==> src/rtl/register.sv <==
// Parameterised storage register with load enable.
// Async active-high reset; output comes straight from the flops.
module register #(
    parameter int unsigned           WIDTH       = 8,
    parameter logic [WIDTH-1:0]      RESET_VALUE = '0
) (
    input  logic             clk,
    input  logic             reset,
    input  logic             enable,
    input  logic [WIDTH-1:0] d_in,
    output logic [WIDTH-1:0] q_out
);

    logic [WIDTH-1:0] data_d;
    logic [WIDTH-1:0] data_q;

    // Next value: load d_in when enabled, otherwise hold.
    // An unknown enable merges both sides instead of silently picking one.
    always_comb begin
        data_d = data_q;
        data_d = enable ? d_in : data_q;
    end

    // Storage flops; reset forces RESET_VALUE without waiting for clk.
    always_ff @(posedge clk or posedge reset) begin
        if (reset) begin
            data_q <= RESET_VALUE;
        end else begin
            data_q <= data_d;
        end
    end

    assign q_out = data_q;

endmodule

==> config.mk <==
export PLATFORM = sky130hd
export DESIGN_NAME = register
export DESIGN_NICKNAME = d
export VERILOG_FILES = /design/src/rtl/register.sv
export SDC_FILE = /design/constraint.sdc
export NUM_CORES = 1
export LEC_CHECK = 0
export ABC_CLOCK_PERIOD_IN_PS = 900
export CORE_AREA = 5 5 42 44
export CTS_CLUSTER_DIAMETER = 50
export DETAILED_ROUTE_END_ITERATION = 7
export DIE_AREA = 0 0 47 49
export DONT_BUFFER_PORTS = 1
export PLACE_DENSITY = 0.46
export SYNTH_ARGS = -nofsm -noshare
export SYNTH_HDL_FRONTEND = slang
export SYNTH_SLANG_ARGS = --single-unit
==> constraint.sdc <==
create_clock -name clk -period 0.9 [get_ports clk]
set_input_delay 0.135 -clock clk [delete_from_list [all_inputs] [get_ports clk]]
set_output_delay 0.135 -clock clk [all_outputs]
set_load 0.02 [all_outputs]
Word-level counts from Yosys, hierarchy flattened
Cells that the tools add are included.
{ "word_totals": {"ff_bits": 8, "input_bits": 11, "out_inout_bits": 8, "elab_cells": 1} }

Depth between registers and ports, before layout
{ "depth": {"ltp_word": 0, "mapped_depth": 2, "depth_no_buf": 1} }

Least setup slack after synthesis
OpenSTA, ideal clock, no wires.
{ "synth_timing": {"path_kind": "reg-to-reg", "from": "register q_out[0] (netlist name)", "to": "register data_q[0] (netlist: q_out[0])", "setup_time_ps": 125, "arrival_ps": 710, "required_time_ps": 775, "slack_ps": 65, "path_stages_with_launch": 2, "path_buffers": 0, "synth_period_minus_slack_ps": 835, "cell_sequence": "dfrtp_1 -> mux2_4"} }
{ "synth_rtl": {"columns": ["item", "line", "text"], "rows": [
  ["end signal: assignment", "29", "data_q <= data_d;"],
  ["end: declaration", "15", "logic [WIDTH-1:0] data_q;"]
]} }

Worst setup path in the final report
{ "layout_timing": {"from": "register data_q[7] (netlist: q_out[7])", "to": "output port q_out[7]"} }
{ "layout_rtl": {"columns": ["item", "line", "text"], "rows": [
  ["end: declaration", "11", "output logic [WIDTH-1:0] q_out"]
]} }
No word-level cell between the ends.

==> metrics.yaml <==
placed_design:
  dpl_cell_area_sq_um: 404
  post-place-ws_ns: 0.142
  gp_congestion: 0.643
  place_hpwl_microns: 533
  portBuffers: 0
die:
  ios: 19
  dieArea_sq_mm: 0.00230
  die-height_microns: 49
  die_w_microns: 47
  num_rows: 14
  initial_utilization_pct: 23.9
  core_region_area_sq_mm: 0.00140
critical_path:
  max_stage_delay_ns: 0.39
  cpLargestDelayFamily: "flip-flops"
  cp-start-kind: "flop"
  path_cells: "buf_6"
  worst-path-max-fanout: 2
  timing.critical_path.buf_inv: 1
  rr_worst_depth: 2
  path_class: "flop to output pin"
  critPathRequiredTime_ns: 0.76
  endpoint_kind: "output pin"
  rr_startpoint: "q_out[1]$_DFFE_PP0P_"
  slowest_stage: "dfrtp_1"
  cp.arrival_ns: 0.78
  r2r_slack_ns: 0.01
  timing.rr.end: "q_out[1]$_DFFE_PP0P_"
hold_path:
  hold_path.class: "input pin to flop"
  min_delay_path_depth: 1
  hold_path_startpoint: "d_in[6]"
  holdPathEnd: "q_out[6]$_DFFE_PP0P_"
run_status:
  status: "finished, violations left"
  violations: "setup timing"
global_routing:
  antenna_found_initial: 0
  grt_remaining_overflow: 0
  track_usage_pct: 7.27
  grt_first_pass_wirelength_microns: 1100
  grt_pass1_vias: 254
  grt_max_degree: 9
finish:
  layout-drive-gt1-share_pct: 70.6
  largest_reg_flops: 8
  fin_nets: 47
  area_growth_pct: 51.5
  seqCellArea_sq_um: 200
  fin_area_sq_um: 508
  multi_input_area_sq_um: 120
  antenna_cells: 0
  fillers: 142
yosys:
  synth-simple-area-share_pct: 0
  ys_warn_count: 0
  ys_seq_area_share_pct: 59.7
  synth_xor_area_share_pct: 0
  synth-seq-cells: 8
  syn_area_sq_um: 335
  syn-num-nets: 29
  syn_inst: 18
  synth_fa_ha_area_share_pct: 0
  synthMuxAreaShare_pct: 35.8
  synth_cell_types: 4
  postSynthAreaPerCell_sq_um: 18.6
  synth_compound_area_share_pct: 0
  synth_top_family_by_area: "multiplexers"
sta:
  fin_crit_sh_pct: 102
  clock_skew_ns: 0
  rsz0062_at_grt: "true"
  worst_pin_slew_ns: 0.320
  hold_viol_final: 0
  setup_viol: 7
  report.final.slew_viol_count: 0
  fmax_mhz: 1090
  fin_crit_ns: 0.915
  relSlewSlack_pct: 78.6
  worst_slack_ns: -0.0147
power_and_ir_drop:
  p_int_uw: 701
  p_per_area_mw_per_mm2: 1830
  clkPwrFrac_pct: 29.4
  p_sw_uw: 231
  sequentialPowerShare_pct: 45.3
  ir_drop_uv: 715
  swShare_pct: 24.8
  combPwrFrac_pct: 25.3
  power.leakage_uw: 0.000256
cts:
  clkSinkCount: 8
  clk_path_buf_depth: 2
  cts_max_level: 1
  cts_tree: "yes"
  clkLatencyLatePin_ns: 0.25
  root_buffer: "clkbuf_4"
  clk_pin_slew_ns: 0.05
  cts_made_buffers: 3
route:
  viasPerCell: 4.00
  drtAntennaViolNets: 0
  drc: 0
  first_iter_violations: 0
  wl_per_cell_microns: 14.5
  firstDrtPassIters: 1
  totalWireLength_microns: 723
  vias: 200
job:
  drv_cap: 0
==> power by group through the flow <==
stage / logic, uW / clock network, uW / registers (uW)
final: 235 / 274 / 422
after floorplan: 76.3 / 0 / 466
after global placement: 176 / 0 / 421
after detailed placement: 177 / 0 / 422
after global routing: 247 / 312 / 426
after CTS: 237 / 293 / 420
==> worst max path at each step <==
stage,start,endpoint,slack (ns),cells after the start
floorplan,q_out[0]$_DFFE_PP0P_,q_out[0]$_DFFE_PP0P_,0.07,1
global placement,q_out[7]$_DFFE_PP0P_,q_out[7]$_DFFE_PP0P_,0.15,1
detailed placement,q_out[1]$_DFFE_PP0P_,q_out[1]$_DFFE_PP0P_,0.14,1
CTS,q_out[6]$_DFFE_PP0P_,q_out[6],-0.03,1
global route,q_out[4]$_DFFE_PP0P_,q_out[4],-0.05,1
finish,q_out[7]$_DFFE_PP0P_,q_out[7],-0.01,1
==> metrics by stage <==
stage / hold slack, ns / total power [uW] / utilization, % / cells / TNS [ns]
finish: 0.0284 / 931 / 36.3 / 50 / -0.0429
global route: 0.00891 / 986 / 36.3 / 50 / -0.366
CTS: 0.0151 / 950 / 36.0 / 50 / -0.136
detailed placement: 0.00164 / 599 / 28.8 / 41 / 0
global placement: -0.0149 / 597 / 28.8 / 41 / 0
floorplan: -0.0493 / 542 / - / 18 / 0
==> cells in the mapped netlist <==
cell     instances  share of area (%)
mux2_4           8                 36
buf_6            1                3.4
inv_1            1                1.1
dfrtp_1          8                 60
==> per-layer routing <==
layer / vias to the layer above / GRT usage (%) / part of all wire, % / routed length [microns]
met3: 0 / 4.43 / 12 / 88
met5: - / 0 / 0 / 0
met1: 95 / 7.54 / 39 / 280
met2: 13 / 10.2 / 49 / 354
met4: 0 / 5.53 / 0 / 0
li1: 92 / - / - / -
==> area by class of cell <==
type | instances | share of cell area (%)
multi-input cells | 8 | 23.6
clock buffers | 3 | 4.43
well taps | 16 | 3.94
flip-flops and latches | 8 | 39.4
inverters | 1 | 0.739
repair buffers | 14 | 27.8
==> cell families after synthesis <==
group and after synthesis:
buf+inv 2, mux 8, flops 8
==> cell usage in the layout (no fill, tap or decap) <==
cell type and count:
buf_6 9, mux2_4 8, dfrtp_1 8, buf_4 4
clkbuf_4 3, inv_1 1, dlygate4sd3_1 1
==> what timing repair did <==
action                                 CTS  global route
endpoints found under the hold margin    8             0
hold buffers                             1             0
gates resized for setup                  8             1
setup endpoints to repair                8            11
buffers inserted                         5             0
Note: power is estimated with default switching activity, not from simulation.
